<file path="src/rtl/fetch_unit_pkg.sv">
// fetch_unit_pkg: shared CPU constants for the fetch slice.
//   CPU_ADDR_W   - default instruction word-address width
//   CPU_DATA_W   - default instruction width
//   CPU_START_PC - default PC loaded on reset
//   out_src_e    - source selected for the fetch output register each cycle
package fetch_unit_pkg;

    localparam int unsigned CPU_ADDR_W   = 8;
    localparam int unsigned CPU_DATA_W   = 32;
    localparam int unsigned CPU_START_PC = 0;

    typedef enum logic [1:0] {
        SRC_HOLD = 2'd0,  // output stalled, keep contents
        SRC_SKID = 2'd1,  // drain the skid entry
        SRC_RESP = 2'd2,  // take the RAM response directly
        SRC_NONE = 2'd3   // nothing to load, go invalid
    } out_src_e;

endpackage

</file>
<file path="src/rtl/fetch_unit_skid_stage.sv">
// skid_stage: valid/ready output register backed by a one-entry skid buffer.
// Absorbs the one response that is already in flight from the RAM when the
// consumer stalls, so nothing is dropped or duplicated.
//   clk, rst      - clock, asynchronous active-high reset
//   i_flush       - synchronous flush: invalidates output and skid
//   i_in_valid    - a RAM response is present this cycle
//   i_in_instr    - response data
//   i_in_pc       - word address of the response
//   i_out_ready   - consumer accepts the current output
//   o_out_valid   - output holds a valid instruction
//   o_out_instr   - output instruction
//   o_out_pc      - output word address
//   o_skid_valid  - skid buffer occupied (used by the issue logic)
module skid_stage
    import fetch_unit_pkg::*;
#(
    parameter int unsigned ADDR_W = CPU_ADDR_W,
    parameter int unsigned DATA_W = CPU_DATA_W
) (
    input  logic              clk,
    input  logic              rst,
    input  logic              i_flush,
    input  logic              i_in_valid,
    input  logic [DATA_W-1:0] i_in_instr,
    input  logic [ADDR_W-1:0] i_in_pc,
    input  logic              i_out_ready,
    output logic              o_out_valid,
    output logic [DATA_W-1:0] o_out_instr,
    output logic [ADDR_W-1:0] o_out_pc,
    output logic              o_skid_valid
);

    logic              r_out_valid;
    logic [DATA_W-1:0] r_out_instr;
    logic [ADDR_W-1:0] r_out_pc;
    logic              r_skid_valid;
    logic [DATA_W-1:0] r_skid_instr;
    logic [ADDR_W-1:0] r_skid_pc;

    logic              w_load;
    logic              w_capture;
    out_src_e          w_src;

    always_comb begin
        w_load = !r_out_valid || i_out_ready;
        w_src  = SRC_HOLD;
        if (w_load) begin
            if (r_skid_valid)
                w_src = SRC_SKID;
            else if (i_in_valid)
                w_src = SRC_RESP;
            else
                w_src = SRC_NONE;
        end
        // Capture a response either because the output is stalled, or
        // because the skid is draining this cycle (pass-through refill).
        w_capture = i_in_valid && (!w_load || r_skid_valid);
    end

    always_ff @(posedge clk or posedge rst) begin
        if (rst) begin
            r_out_valid  <= 1'b0;
            r_out_instr  <= '0;
            r_out_pc     <= '0;
            r_skid_valid <= 1'b0;
            r_skid_instr <= '0;
            r_skid_pc    <= '0;
        end else if (i_flush) begin
            r_out_valid  <= 1'b0;
            r_skid_valid <= 1'b0;
        end else begin
            case (w_src)
                SRC_SKID: begin
                    r_out_valid <= 1'b1;
                    r_out_instr <= r_skid_instr;
                    r_out_pc    <= r_skid_pc;
                end
                SRC_RESP: begin
                    r_out_valid <= 1'b1;
                    r_out_instr <= i_in_instr;
                    r_out_pc    <= i_in_pc;
                end
                SRC_NONE: r_out_valid <= 1'b0;
                default:  ;
            endcase

            if (w_capture) begin
                r_skid_valid <= 1'b1;
                r_skid_instr <= i_in_instr;
                r_skid_pc    <= i_in_pc;
            end else if (w_src == SRC_SKID) begin
                r_skid_valid <= 1'b0;
            end
        end
    end

    assign o_out_valid  = r_out_valid;
    assign o_out_instr  = r_out_instr;
    assign o_out_pc     = r_out_pc;
    assign o_skid_valid = r_skid_valid;

endmodule

</file>
<file path="src/rtl/fetch_unit.sv">
// fetch_unit: instruction fetch stage feeding decode.
// Issues sequential word addresses to the read port of the instruction RAM
// (1-cycle registered read), and hands instructions plus their PCs to decode
// over valid/ready. A branch redirect from execute flushes everything in
// flight and restarts fetch at the target.
//   clk, rst   - clock, asynchronous active-high reset
//   imem_addr  - RAM read address (current pc, combinational)
//   imem_data  - RAM read data, valid the cycle after the address
//   br_valid   - redirect request
//   br_target  - redirect word address
//   out_valid  - out_instr/out_pc valid
//   out_instr  - instruction to decode
//   out_pc     - word address of out_instr
//   out_ready  - decode accepts the current output
module fetch_unit
    import fetch_unit_pkg::*;
#(
    parameter int unsigned ADDR_W   = CPU_ADDR_W,
    parameter int unsigned DATA_W   = CPU_DATA_W,
    parameter int unsigned START_PC = CPU_START_PC
) (
    input  logic              clk,
    input  logic              rst,
    output logic [ADDR_W-1:0] imem_addr,
    input  logic [DATA_W-1:0] imem_data,
    input  logic              br_valid,
    input  logic [ADDR_W-1:0] br_target,
    output logic              out_valid,
    output logic [DATA_W-1:0] out_instr,
    output logic [ADDR_W-1:0] out_pc,
    input  logic              out_ready
);

    logic [ADDR_W-1:0] r_pc;
    logic              r_req_valid;
    logic [ADDR_W-1:0] r_req_pc;

    logic              w_issue;
    logic              w_skid_valid;
    logic              w_out_valid;

    // Stop issuing once the skid is occupied, or when the response now
    // returning will itself have to go to the skid: that bounds the
    // fetched-but-unaccepted instructions to output + skid.
    always_comb begin
        w_issue = !br_valid && !w_skid_valid
                  && !(r_req_valid && w_out_valid && !out_ready);
    end

    always_ff @(posedge clk or posedge rst) begin
        if (rst) begin
            r_pc        <= ADDR_W'(START_PC);
            r_req_valid <= 1'b0;
            r_req_pc    <= '0;
        end else if (br_valid) begin
            r_pc        <= br_target;
            r_req_valid <= 1'b0;
        end else if (w_issue) begin
            r_pc        <= r_pc + ADDR_W'(1);
            r_req_valid <= 1'b1;
            r_req_pc    <= r_pc;
        end else begin
            r_req_valid <= 1'b0;
        end
    end

    assign imem_addr = r_pc;

    skid_stage #(
        .ADDR_W (ADDR_W),
        .DATA_W (DATA_W)
    ) u_skid_stage (
        .clk          (clk),
        .rst          (rst),
        .i_flush      (br_valid),
        .i_in_valid   (r_req_valid),
        .i_in_instr   (imem_data),
        .i_in_pc      (r_req_pc),
        .i_out_ready  (out_ready),
        .o_out_valid  (w_out_valid),
        .o_out_instr  (out_instr),
        .o_out_pc     (out_pc),
        .o_skid_valid (w_skid_valid)
    );

    assign out_valid = w_out_valid;

endmodule

</file>
<file path="config.mk">
export PLATFORM = sky130hd
export DESIGN_NAME = fetch_unit
export DESIGN_NICKNAME = d
export VERILOG_FILES = /design/src/rtl/fetch_unit_pkg.sv /design/src/rtl/fetch_unit_skid_stage.sv /design/src/rtl/fetch_unit.sv
export SDC_FILE = /design/constraint.sdc
export NUM_CORES = 1
export LEC_CHECK = 0
export BUFFER_PORTS_ARGS = -buffer_cell sky130_fd_sc_hd__buf_2
export CORE_AREA = 2 2 100 83
export CTS_CLUSTER_DIAMETER = 30
export DETAILED_ROUTE_END_ITERATION = 10
export DIE_AREA = 0 0 102 85
export GPL_TIMING_DRIVEN = 1
export PLACE_DENSITY = 0.93
export SKIP_LAST_GASP = 1
export SLEW_MARGIN = 20
export SYNTH_ARGS = -nofsm -noshare
export SYNTH_HDL_FRONTEND = slang
export SYNTH_SLANG_ARGS = --single-unit
</file>
<file path="constraint.sdc">
create_clock -name clk -period 6.7 [get_ports clk]
set_clock_uncertainty 0.05 [all_clocks]
set_input_delay 0.67 -clock clk [delete_from_list [all_inputs] [get_ports clk]]
set_output_delay 0.67 -clock clk [all_outputs]
set_load 0.01 [all_outputs]
</file>
==> flow_metrics.tcl <==
set metrics [dict create \
    status "complete, no violations" \
    core_area_mm2 0.00769 \
    pre_cts_ws_ps 4100 \
    period_needed_ps 2450 \
    grt_max_degree 81 \
    drt-total-wl_um 8460 \
    p_sw_mw 0.706 \
    netlist.area_leader.share_pct 57.3 \
    vias 2950 \
    crit_family "buffers and inverters" \
    ys_warn_count 0 \
    hold_ws_ps 269 \
    clock_latency_ps 350 \
    start_util_pct 56.2 \
    crit_chain "inv_1, o21ai_0, inv_1, ha_2, or2_2, buf_4, o21ai_0" \
    postCtsHoldBufs 0 \
    maxCapViolCount 0 \
    clock_path_buffers 2 \
    fillerInstances 612 \
    io_buffers 92 \
    pwr_density_cell_mw_per_mm2 414 \
    setup_viol 0 \
    cts_inserted_buffers 9 \
    final.setup.worst_slack_ps 4250 \
    drtIter0Drc 89 \
    wl_per_cell_um 15.4 \
    postRouteAntennaNets 0 \
    cts.sinks 99 \
    first_pass_iters 4 \
    cp_max_fo 80 \
    hold_class "in2async" \
    root_buffer "clkbuf_8" \
    synthCells 350 \
    grt_pass1_wl_um 14100 \
    cts_setup_buffers 0 \
    slowest_delay_ps 580 \
    vdd_drop_max_uv 251 \
    die_area_mm2 0.00867 \
    tightest_slew_ps 822 \
    cts_max_level 3 \
    placed_cell_area_mm2 0.00483 \
    hold_viol_final 0 \
    die_h_um 85 \
    path_class "reg2reg" \
    final_area_mm2 0.00503 \
    drc_errors 0 \
    slew_viol_final 0 \
    p_leak_nw 2.46 \
    layout.nets 483 \
    power_frac_comb_pct 33.8 \
    crit_required_ps 6850 \
    postLayoutCoreUtil_pct 65.4 \
    antennaDiodeCount 0 \
    viasPerCell 5.38 \
    antenna_found_initial 0 \
    clk_transition_reported_paths_ps 100 \
    path_buf_inv 3 \
    synth_nets 398 \
    ys_ff_latch 99 \
    cts_tree "done" \
    dpl.hpwl_um 5760 \
    drive_gt1_share_pct 37.3 \
    place_inst 532 \
    relSlewSlack_pct 45.2 \
    crit_path_start_kind "flop" \
    die_w_um 102 \
    grt_pass1_vias 2986 \
    yosysSeqAreaShare_pct 57.3 \
    switching_share_pct 33.9 \
    crit_path_top_delay_cell "dfrtp_1" \
    syn_area_per_cell_um2 12.3 \
    syn-cell-area_mm2 0.00432 \
    cts_resized 0 \
    cellInternalPower_mw 1.38 \
    end_kind "flop" \
    synth_area_leaders "dfrtp_1, mux2_2, mux2i_1" \
    timing.final.crit_share_pct 36.5 \
    ios 93 \
    cp.arrival_ps 2600 \
    fmax_ghz 0.409 \
    grt_setup_unrepaired "false" \
    area_delta_synth_final_pct 16.4 \
    rows 29 \
    gp_congestion 0.799 \
    power_frac_clock_pct 18.6 \
    p_seq_share_pct 47.6 \
    ys_types 29 \
    fin_tns_setup_ps 0 \
    synth_top_cell_by_area "dfrtp_1" \
    fin_cells 548 \
    grt_usage_pct 20.9 \
    finalPower_mw 2.08 \
    grt_overflow 0 \
]
-- power groups by stage --
stage | Combinational [mW] | Clock, mW | Sequential (mW)
after global placement | 0.671 | 0 | 0.984
final | 0.703 | 0.387 | 0.992
after CTS | 0.712 | 0.401 | 0.993
after global routing | 0.790 | 0.419 | 1.02
after floorplan | 0.452 | 0 | 1.02
after detailed placement | 0.711 | 0 | 1.01
-- routing by layer --
metal / wire length [µm] / global-route usage, %
met1: 3860 / 28.3
met2: 4030 / 33.3
met3: 478 / 6.43
met4: 91 / 5.33
met5: 0 / 0
-- path summary, 6_finish.rpt --
kind / from / to / slack, ps / depth (start not counted)
min: rst / u_skid_stage.r_skid_instr[11] / 270 / 2
max in group asynchronous: rst / u_skid_stage.o_out_instr[9] / 5150 / 3
max: u_skid_stage.o_skid_valid / u_skid_stage.o_out_pc[1] / 4250 / 7
min in group clk: u_skid_stage.o_out_instr[12] / u_skid_stage.o_out_instr[12] / 440 / 2
min reg2reg: u_skid_stage.o_out_instr[12] / u_skid_stage.o_out_instr[12] / 440 / 2
max reg2reg: u_skid_stage.o_skid_valid / u_skid_stage.o_out_pc[1] / 4250 / 7
-- logic make-up (layout without fill, tap and decap cells) --
group	after synthesis	after routing	synth area share (%)
and+or+nand+nor	69	69	7.96
DFF	99	99	57.3
adders and majority gates	4	4	1.16
AOI/OAI and AO/OA	60	60	7.96
buffers and inverters	30	120	3.79
muxes	88	88	21.8
-- worst reg2reg max path, cell delays in order (launching register included) --
cell and delay, ps:
dfrtp_1 580, inv_1 190, o21ai_0 160, inv_1 110, ha_2 340, or2_2 100
buf_4 520, o21ai_0 260
-- state kept, by name (all words and copies together) (netlist names) --
register and flops:
imem_addr 8, r_req_pc 8, r_req_valid 1, u_skid_stage.o_out_instr 32, u_skid_stage.o_out_pc 8, u_skid_stage.o_out_valid 1
u_skid_stage.o_skid_valid 1, u_skid_stage.r_skid_instr 32, u_skid_stage.r_skid_pc 8
-- cell usage in the layout (no fill, tap or decap), drive strengths merged, types with 2 or more instances in the layout --
cell type | netlist | routed
a31oi | 5 | 5
inv | 8 | 9
mux2 | 48 | 48
clkbuf | 6 | 11
o211ai | 4 | 4
dfrtp | 99 | 99
o31ai | 6 | 6
clkinv | 0 | 3
mux2i | 40 | 40
nor2b | 2 | 2
nor2 | 5 | 5
ha | 4 | 4
buf | 16 | 96
nand2 | 43 | 43
nand3b | 2 | 2
o21ai | 42 | 42
or4 | 6 | 6
nand3 | 7 | 7
-- layout make-up --
class | instances | area, µm² | share of cell area, %
Clock inverter | 5 | 61.3 | 1.22
Sequential cell | 99 | 2480 | 49.3
Multi-Input combinational cell | 221 | 1690 | 33.6
Inverter | 8 | 32.5 | 0.647
Clock buffer | 11 | 141 | 2.81
Timing Repair Buffer | 96 | 490 | 9.75
Tap cell | 108 | 135 | 2.69
-- Yosys cell counts --
master,n
a211oi_1,1
a21o_1,1
a22oi_1,1
a31oi_1,5
and3b_4,1
buf_2,11
buf_6,5
clkbuf_1,6
dfrtp_1,99
ha_1,4
inv_1,8
mux2_1,2
mux2_2,46
mux2i_1,40
nand2_1,43
nand3_1,6
nand3_2,1
nand3b_1,1
nand3b_4,1
nand4b_1,1
nand4bb_1,1
nor2_1,5
nor2b_1,2
o211ai_1,3
o211ai_2,1
o21ai_0,42
o31ai_1,6
or2_2,1
or4_1,6
Note: power is estimated with default switching activity, not from simulation.
